## config.mk

```make
export PLATFORM = sky130hd
export DESIGN_NAME = minimig_ram_arbiter_flat
export DESIGN_NICKNAME = d
export VERILOG_FILES = /design/src/rtl/minimig_ram_arbiter_if.sv /design/src/rtl/minimig_ram_arbiter.sv /design/src/flat_wrapper.sv
export SDC_FILE = /design/constraint.sdc
export NUM_CORES = 1
export LEC_CHECK = 0
export CAP_MARGIN = 20
export CORE_ASPECT_RATIO = 0.75
export CORE_MARGIN = 4
export CORE_UTILIZATION = 34
export DETAILED_ROUTE_END_ITERATION = 10
export PLACE_DENSITY = 0.76
export RECOVER_POWER = 25
export SLEW_MARGIN = 20
export SYNTH_ARGS = -nofsm -noshare
export SYNTH_HDL_FRONTEND = slang
export SYNTH_SLANG_ARGS = --single-unit
export TNS_END_PERCENT = 20
```

## constraint.sdc

```tcl
create_clock -name clk -period 1.6 [get_ports clk]
set_clock_uncertainty 0.1 [all_clocks]
set_input_delay 0.24 -clock clk [delete_from_list [all_inputs] [get_ports clk]]
set_output_delay 0.24 -clock clk [all_outputs]
set_load 0.03 [all_outputs]
```

## src/rtl/minimig_ram_arbiter_if.sv

```systemverilog
// minimig_ram_arbiter_if
//   Bus between the RAM slot arbiter and minimig_sram_bridge.
//   master : arbiter side, drives bank/address/data/strobes, reads data back.
//   slave  : bridge side.
//   ram_bank      8   bank select (0 keeps the bridge disabled)
//   ram_address   18  word address [18:1]
//   ram_data_out  16  write data towards the bridge
//   ram_rd/hwr/lwr 1  read, high-byte write, low-byte write strobes
//   ram_data_in   16  read data from the bridge
interface minimig_ram_arbiter_if;
  logic [7:0]  ram_bank;
  logic [18:1] ram_address;
  logic [15:0] ram_data_out;
  logic        ram_rd;
  logic        ram_hwr;
  logic        ram_lwr;
  logic [15:0] ram_data_in;

  modport master (
    output ram_bank, ram_address, ram_data_out, ram_rd, ram_hwr, ram_lwr,
    input  ram_data_in
  );

  modport slave (
    input  ram_bank, ram_address, ram_data_out, ram_rd, ram_hwr, ram_lwr,
    output ram_data_in
  );
endinterface

```

## src/rtl/minimig_ram_arbiter.sv

```systemverilog
// minimig_ram_arbiter
//   Slot arbiter for the single chip/slow RAM port. One slot per bus cycle:
//   the winner is picked at the Q1 edge, holds the bus through Q2/Q3, read
//   data is captured and the ack pulsed at the Q3 edge, and the bus is
//   released at the Q0 edge.
//   Phase decode: Q0=!c1&!c3  Q1=c1&!c3  Q2=c1&c3  Q3=!c1&c3.
//   Priority: DMA > starved host > CPU > host.
//
// Ports
//   clk, _reset      28 MHz clock, synchronous active-low reset
//   c1, c3           bus phase clock enables
//   dma_*            DMA request (no ack), dma_dout read data
//   cpu_*            CPU level request, cpu_ack pulse, cpu_dout read data
//   host_*           host (OSD/loader) port, same shape as the CPU port
//   ram              bridge bus (minimig_ram_arbiter_if.master)
//   owner            slot owner: 0 none, 1 DMA, 2 CPU, 3 host
//
// Configuration
//   MINIMIG_RAM_HOST_PORT_EN  builds the host port and its starvation
//                             counter; without it HOST_MAXWAIT is unused.
module minimig_ram_arbiter #(
  parameter int HOST_MAXWAIT = 8
) (
  input  logic        clk,
  input  logic        _reset,
  input  logic        c1,
  input  logic        c3,
  input  logic        dma_req,
  input  logic [7:0]  dma_bank,
  input  logic [18:1] dma_addr,
  input  logic [15:0] dma_din,
  input  logic        dma_rd,
  input  logic        dma_hwr,
  input  logic        dma_lwr,
  output logic [15:0] dma_dout,
  input  logic        cpu_req,
  input  logic [7:0]  cpu_bank,
  input  logic [18:1] cpu_addr,
  input  logic [15:0] cpu_din,
  input  logic        cpu_rd,
  input  logic        cpu_hwr,
  input  logic        cpu_lwr,
  output logic        cpu_ack,
  output logic [15:0] cpu_dout,
`ifdef MINIMIG_RAM_HOST_PORT_EN
  input  logic        host_req,
  input  logic [7:0]  host_bank,
  input  logic [18:1] host_addr,
  input  logic [15:0] host_din,
  input  logic        host_rd,
  input  logic        host_hwr,
  input  logic        host_lwr,
  output logic        host_ack,
  output logic [15:0] host_dout,
`endif
  minimig_ram_arbiter_if.master ram,
  output logic [1:0]  owner
);

  localparam logic [1:0] OWN_NONE = 2'd0;
  localparam logic [1:0] OWN_DMA  = 2'd1;
  localparam logic [1:0] OWN_CPU  = 2'd2;
  localparam logic [1:0] OWN_HOST = 2'd3;

  if (HOST_MAXWAIT < 1 || HOST_MAXWAIT > 15) begin : g_bad_maxwait
    $error("minimig_ram_arbiter: HOST_MAXWAIT must be 1..15");
  end

  typedef enum logic [1:0] {S_IDLE, S_GRANT, S_ACCESS, S_DONE} state_t;
  state_t state;

  logic q1_edge, q2_edge, q3_edge;
  assign q1_edge =  c1 && !c3;
  assign q2_edge =  c1 &&  c3;
  assign q3_edge = !c1 &&  c3;

`ifdef MINIMIG_RAM_HOST_PORT_EN
  localparam logic [3:0] MAXWAIT = 4'(HOST_MAXWAIT);
  logic [3:0] host_wait;
  logic       host_starved;
  assign host_starved = host_req && (host_wait >= MAXWAIT);
`endif

  // Winner of the upcoming Q1 edge and its access fields.
  logic [1:0]  win;
  logic [7:0]  sel_bank;
  logic [18:1] sel_addr;
  logic [15:0] sel_din;
  logic        sel_rd, sel_hwr, sel_lwr;

  always_comb begin
    win = OWN_NONE;
    if (dma_req)           win = OWN_DMA;
`ifdef MINIMIG_RAM_HOST_PORT_EN
    else if (host_starved) win = OWN_HOST;
`endif
    else if (cpu_req)      win = OWN_CPU;
`ifdef MINIMIG_RAM_HOST_PORT_EN
    else if (host_req)     win = OWN_HOST;
`endif
  end

  always_comb begin
    sel_bank = '0;
    sel_addr = '0;
    sel_din  = '0;
    sel_rd   = 1'b0;
    sel_hwr  = 1'b0;
    sel_lwr  = 1'b0;
    case (win)
      OWN_DMA: begin
        sel_bank = dma_bank; sel_addr = dma_addr; sel_din = dma_din;
        sel_rd = dma_rd; sel_hwr = dma_hwr; sel_lwr = dma_lwr;
      end
      OWN_CPU: begin
        sel_bank = cpu_bank; sel_addr = cpu_addr; sel_din = cpu_din;
        sel_rd = cpu_rd; sel_hwr = cpu_hwr; sel_lwr = cpu_lwr;
      end
`ifdef MINIMIG_RAM_HOST_PORT_EN
      OWN_HOST: begin
        sel_bank = host_bank; sel_addr = host_addr; sel_din = host_din;
        sel_rd = host_rd; sel_hwr = host_hwr; sel_lwr = host_lwr;
      end
`endif
      default: ;
    endcase
  end

  // Bank 0 leaves the bridge disabled, so its bus is meaningless: return 0.
  logic [15:0] rdata;
  assign rdata = (ram.ram_bank == 8'd0) ? 16'h0000 : ram.ram_data_in;

  logic in_slot;
  assign in_slot = (state == S_GRANT) || (state == S_ACCESS);

  always_ff @(posedge clk) begin
    if (!_reset) begin
      state            <= S_IDLE;
      owner            <= OWN_NONE;
      ram.ram_bank     <= '0;
      ram.ram_address  <= '0;
      ram.ram_data_out <= '0;
      ram.ram_rd       <= 1'b0;
      ram.ram_hwr      <= 1'b0;
      ram.ram_lwr      <= 1'b0;
      dma_dout         <= '0;
      cpu_ack          <= 1'b0;
      cpu_dout         <= '0;
`ifdef MINIMIG_RAM_HOST_PORT_EN
      host_ack         <= 1'b0;
      host_dout        <= '0;
      host_wait        <= '0;
`endif
    end else begin
      cpu_ack <= 1'b0;
`ifdef MINIMIG_RAM_HOST_PORT_EN
      host_ack <= 1'b0;
`endif
      if (q1_edge) begin
        // sel_* are all zero when nobody wins, so the bus stays idle.
        state            <= (win != OWN_NONE) ? S_GRANT : S_IDLE;
        owner            <= win;
        ram.ram_bank     <= sel_bank;
        ram.ram_address  <= sel_addr;
        ram.ram_data_out <= sel_din;
        ram.ram_rd       <= sel_rd && !(sel_hwr || sel_lwr);  // write wins
        ram.ram_hwr      <= sel_hwr;
        ram.ram_lwr      <= sel_lwr;
`ifdef MINIMIG_RAM_HOST_PORT_EN
        // DMA slots are invisible to the host starvation count.
        if (!dma_req) begin
          if (win == OWN_HOST || !host_req)
            host_wait <= '0;
          else if (win == OWN_CPU && host_wait != 4'hF)
            host_wait <= host_wait + 4'd1;
        end
`endif
      end else if (q2_edge) begin
        if (state == S_GRANT) state <= S_ACCESS;
      end else if (q3_edge) begin
        // Entered from GRANT too, so a skipped Q2 still completes the slot.
        if (in_slot) begin
          state <= S_DONE;
          case (owner)
            OWN_DMA: if (ram.ram_rd) dma_dout <= rdata;
            OWN_CPU: begin
              cpu_ack <= 1'b1;
              if (ram.ram_rd) cpu_dout <= rdata;
            end
`ifdef MINIMIG_RAM_HOST_PORT_EN
            OWN_HOST: begin
              host_ack <= 1'b1;
              if (ram.ram_rd) host_dout <= rdata;
            end
`endif
            default: ;
          endcase
        end
      end else begin
        // Q0 edge: release the bus.
        state            <= S_IDLE;
        owner            <= OWN_NONE;
        ram.ram_bank     <= '0;
        ram.ram_address  <= '0;
        ram.ram_data_out <= '0;
        ram.ram_rd       <= 1'b0;
        ram.ram_hwr      <= 1'b0;
        ram.ram_lwr      <= 1'b0;
      end
    end
  end

endmodule

```

## src/flat_wrapper.sv

```systemverilog
// flat-port wrapper written by rule: the top's interface ports become plain ports
module minimig_ram_arbiter_flat 
#(
  parameter int HOST_MAXWAIT = 8
)
  (clk, _reset, c1, c3, dma_req, dma_bank, dma_addr, dma_din, dma_rd, dma_hwr, dma_lwr, dma_dout, cpu_req, cpu_bank, cpu_addr, cpu_din, cpu_rd, cpu_hwr, cpu_lwr, cpu_ack, cpu_dout, owner, ram_ram_bank, ram_ram_address, ram_ram_data_out, ram_ram_rd, ram_ram_hwr, ram_ram_lwr, ram_ram_data_in);
  minimig_ram_arbiter_if ram_i ();
  input  logic clk;
  input  logic _reset;
  input  logic c1;
  input  logic c3;
  input  logic dma_req;
  input  logic [7:0] dma_bank;
  input  logic [18:1] dma_addr;
  input  logic [15:0] dma_din;
  input  logic dma_rd;
  input  logic dma_hwr;
  input  logic dma_lwr;
  output logic [15:0] dma_dout;
  input  logic cpu_req;
  input  logic [7:0] cpu_bank;
  input  logic [18:1] cpu_addr;
  input  logic [15:0] cpu_din;
  input  logic cpu_rd;
  input  logic cpu_hwr;
  input  logic cpu_lwr;
  output logic cpu_ack;
  output logic [15:0] cpu_dout;
  output logic [1:0] owner;
  output wire logic [$bits(ram_i.ram_bank)-1:0] ram_ram_bank;
  output wire logic [$bits(ram_i.ram_address)-1:0] ram_ram_address;
  output wire logic [$bits(ram_i.ram_data_out)-1:0] ram_ram_data_out;
  output wire logic [$bits(ram_i.ram_rd)-1:0] ram_ram_rd;
  output wire logic [$bits(ram_i.ram_hwr)-1:0] ram_ram_hwr;
  output wire logic [$bits(ram_i.ram_lwr)-1:0] ram_ram_lwr;
  input wire logic [$bits(ram_i.ram_data_in)-1:0] ram_ram_data_in;
  assign ram_ram_bank = ram_i.ram_bank;
  assign ram_ram_address = ram_i.ram_address;
  assign ram_ram_data_out = ram_i.ram_data_out;
  assign ram_ram_rd = ram_i.ram_rd;
  assign ram_ram_hwr = ram_i.ram_hwr;
  assign ram_ram_lwr = ram_i.ram_lwr;
  assign ram_i.ram_data_in = ram_ram_data_in;
  minimig_ram_arbiter #(.HOST_MAXWAIT(HOST_MAXWAIT)) u_core (.clk(clk), ._reset(_reset), .c1(c1), .c3(c3), .dma_req(dma_req), .dma_bank(dma_bank), .dma_addr(dma_addr), .dma_din(dma_din), .dma_rd(dma_rd), .dma_hwr(dma_hwr), .dma_lwr(dma_lwr), .dma_dout(dma_dout), .cpu_req(cpu_req), .cpu_bank(cpu_bank), .cpu_addr(cpu_addr), .cpu_din(cpu_din), .cpu_rd(cpu_rd), .cpu_hwr(cpu_hwr), .cpu_lwr(cpu_lwr), .cpu_ack(cpu_ack), .cpu_dout(cpu_dout), .ram(ram_i), .owner(owner));
endmodule
```

==> metrics.yaml <==
post_route_cells_drive_above_1_share: 0.140
status: "finished with violations"
syn_avg_cell_area_um2: 9.67
placed_cell_area_mm2: 0.00545
vias: 3504
fin_cells: 664
grt_util_all_layers: 0.199
setup_ws_ns: -0.0618
violations: "setup timing"
syn_nets: 443
hold_viol: 0
fin_tns_setup_ns: -0.196
final_nets: 645
routabilityCongestion: 0.803
grt-ovfl-total: 0
irDropWorstVdd_v: 0.000444
io_pins: 192
synth_edf_count: 0
drv_cap: 0
antenna_found_initial: 0
cp.arrival_ns: 1.76
clockBufferDepth: 2
rows: 30
via_per_inst: 5.28
yosysSeqAreaShare: 0.515
clk_latency_ns: 0.33
synth-async-reset-ratio: 0
dp.cells: 648
ctsHoldBuffers: 0
synth-seq-cells: 82
numCtsBuffers: 9
core_area_mm2: 0.00908
min_period_ns: 1.66
drcViolationCount: 0
crit_path_end_kind: "register"
worstSetupPathType: "register to register"
slew_headroom: 0.677
rsz0062_at_grt: "yes"
max_freq_mhz: 602
yosys_warnings: 0
final_area_mm2: 0.00573
cellPowerDensity_mw_per_mm2: 852
first_pass_iters: 6
synthToLayoutAreaGrowth_pct: 79.7
start_util: 0.351
diodes: 0
finalSetupViolations: 22
power_w: 0.00489
grt_pass1_vias: 3539
p_leak_nw: 2.55
ys.flop_type: "dfxtp_1"
timing.final.max_slew_violations: 0
chipWidth_um: 120
ys_types: 41
wl_per_cell_um: 17.1
dieArea_mm2: 0.0110
cp-start-kind: "register"
die_y_um: 91.9
dr.first_iter.drc_count: 258
worstMarginPinSlew_ns: 0.485
root_buffer: "clkbuf_16"
synthCells: 330
clk_pin_slew_ns: 0.06
dp_hpwl_um: 8470
wirelength_um: 11300
grt_pass1_wl_um: 17600
ant_nets: 0
ctsHtreeMaxLevel: 3
min_path_type: "register to register"
grt_max_degree: 45
cp_data_required_time_ns: 1.70
netlist_area_mm2: 0.00319
io_buffers: 191
cts_tree: "done"
cts.sinks: 82
critical_path.max_fanout: 6
timing.final.crit_share: 1.04
worst paths after layout:
path	from	to	slack, ns	depth (start not counted)
worst max-delay path	u_core.ram.ram_bank[7]	u_core.cpu_dout[3]	-0.06	4
worst min-delay path	u_core.cpu_dout[12]	u_core.cpu_dout[12]	0.36	2
worst max register to register	u_core.ram.ram_bank[7]	u_core.cpu_dout[3]	-0.06	4
worst min register to register	u_core.cpu_dout[12]	u_core.cpu_dout[12]	0.36	2
placed cells by master, fill, tap and decap left out, drive strengths merged, types with 2 or more instances in the layout:
cell	instances
a222oi	29
or4	2
and3b	2
and3	12
dlygate4sd3	2
clkdlybuf4s50	109
clkinv	3
a21o	3
clkbuf	12
buf	33
nand2	37
and2	3
nor2	32
dlygate4sd2	80
o31ai	11
a221o	9
nand2b	2
or2	2
o211ai	13
o22ai	21
nand3b	2
o21ai	6
inv	3
a21oi	4
dfxtp	82
o2bb2ai	4
nor2b	2
a22oi	4
area by class of cell:
class                   count  area [µm²]
well taps                 128         160
inverters                   3        11.3
fillers                   798        3350
flip-flops and latches     82        1650
multi-input cells         210        1480
clock buffers              10         229
repair buffers            226        2140
clock inverters             5        56.3
cell families (layout without fill, tap and decap cells):
logic type	after synthesis	count (layout)	share of synthesized area
DFF	82	82	0.515
buffers and inverters	38	244	0.0545
adders and majority gates	1	1	0.00392
and+or+nand+nor	101	101	0.154
AOI/OAI and AO/OA	108	108	0.273
repair_timing:
| action | CTS | global route |
|---|---|---|
| buffers inserted | 1 | 0 |
| endpoints found under the setup margin | 112 | 54 |
| gates resized for setup | 95 | 11 |
| pin swaps | 2 | 5 |
Yosys cell counts, drive strengths merged (2+ instances only):
library cell  number  share of area
a21o               3         0.0071
a21oi              4         0.0063
a221o              9          0.028
a222oi            29          0.091
a22oi              4         0.0094
and2               3         0.0059
and3              12          0.024
and3b              2         0.0055
buf               17          0.029
clkbuf            18          0.022
dfxtp             82           0.51
inv                3         0.0035
nand2             37          0.044
nand2b             2         0.0039
nand3b             2         0.0047
nor2              32          0.038
nor2b              2         0.0039
o211ai            13          0.032
o21ai              6         0.0094
o22ai             21          0.041
o2bb2ai            4          0.011
o31ai             11          0.026
or2                2         0.0039
or4                2         0.0047
sequential cells by signal, indices dropped and copies added, names as in the netlist:
signal	cells
u_core.ram.ram_bank	8
u_core.cpu_dout	16
u_core.ram.ram_hwr	1
u_core.state	2
u_core.owner	2
u_core.cpu_ack	1
u_core.ram.ram_data_out	16
u_core.ram.ram_address	18
u_core.ram.ram_rd	1
u_core.ram.ram_lwr	1
u_core.dma_dout	16
worst max-delay path, stage by stage (launching register included):
cell     delay (ns)
dfxtp_2        0.32
or4_4          0.58
buf_6          0.17
o21ai_0        0.26
o22ai_1        0.11
where the power goes:
part | internal [W] | switching, W
sequential | 0.00209 | 0.0000246
combinational | 0.000428 | 0.000350
clock | 0.00120 | 0.000799
total | 0.00371 | 0.00117
through the flow:
step | utilization | setup WS (ns) | hold slack [ns]
4_1_cts | 0.628 | -0.00815 | 0.355
5_1_grt | 0.631 | -0.0922 | 0.366
3_3_place_gp | 0.600 | -0.271 | 0.346
6_report | 0.631 | -0.0618 | 0.361
2_1_floorplan | - | -0.0235 | 0.257
3_5_place_dp | 0.600 | -0.308 | 0.352
routing by layer:
metal,vias up,wire [µm],global-route usage
li1,1673,-,-
met1,1667,4640,0.229
met2,149,5440,0.333
met3,15,1110,0.0851
met4,0,159,0.0648
met5,-,0,0
Note: power is estimated with default switching activity, not from simulation.
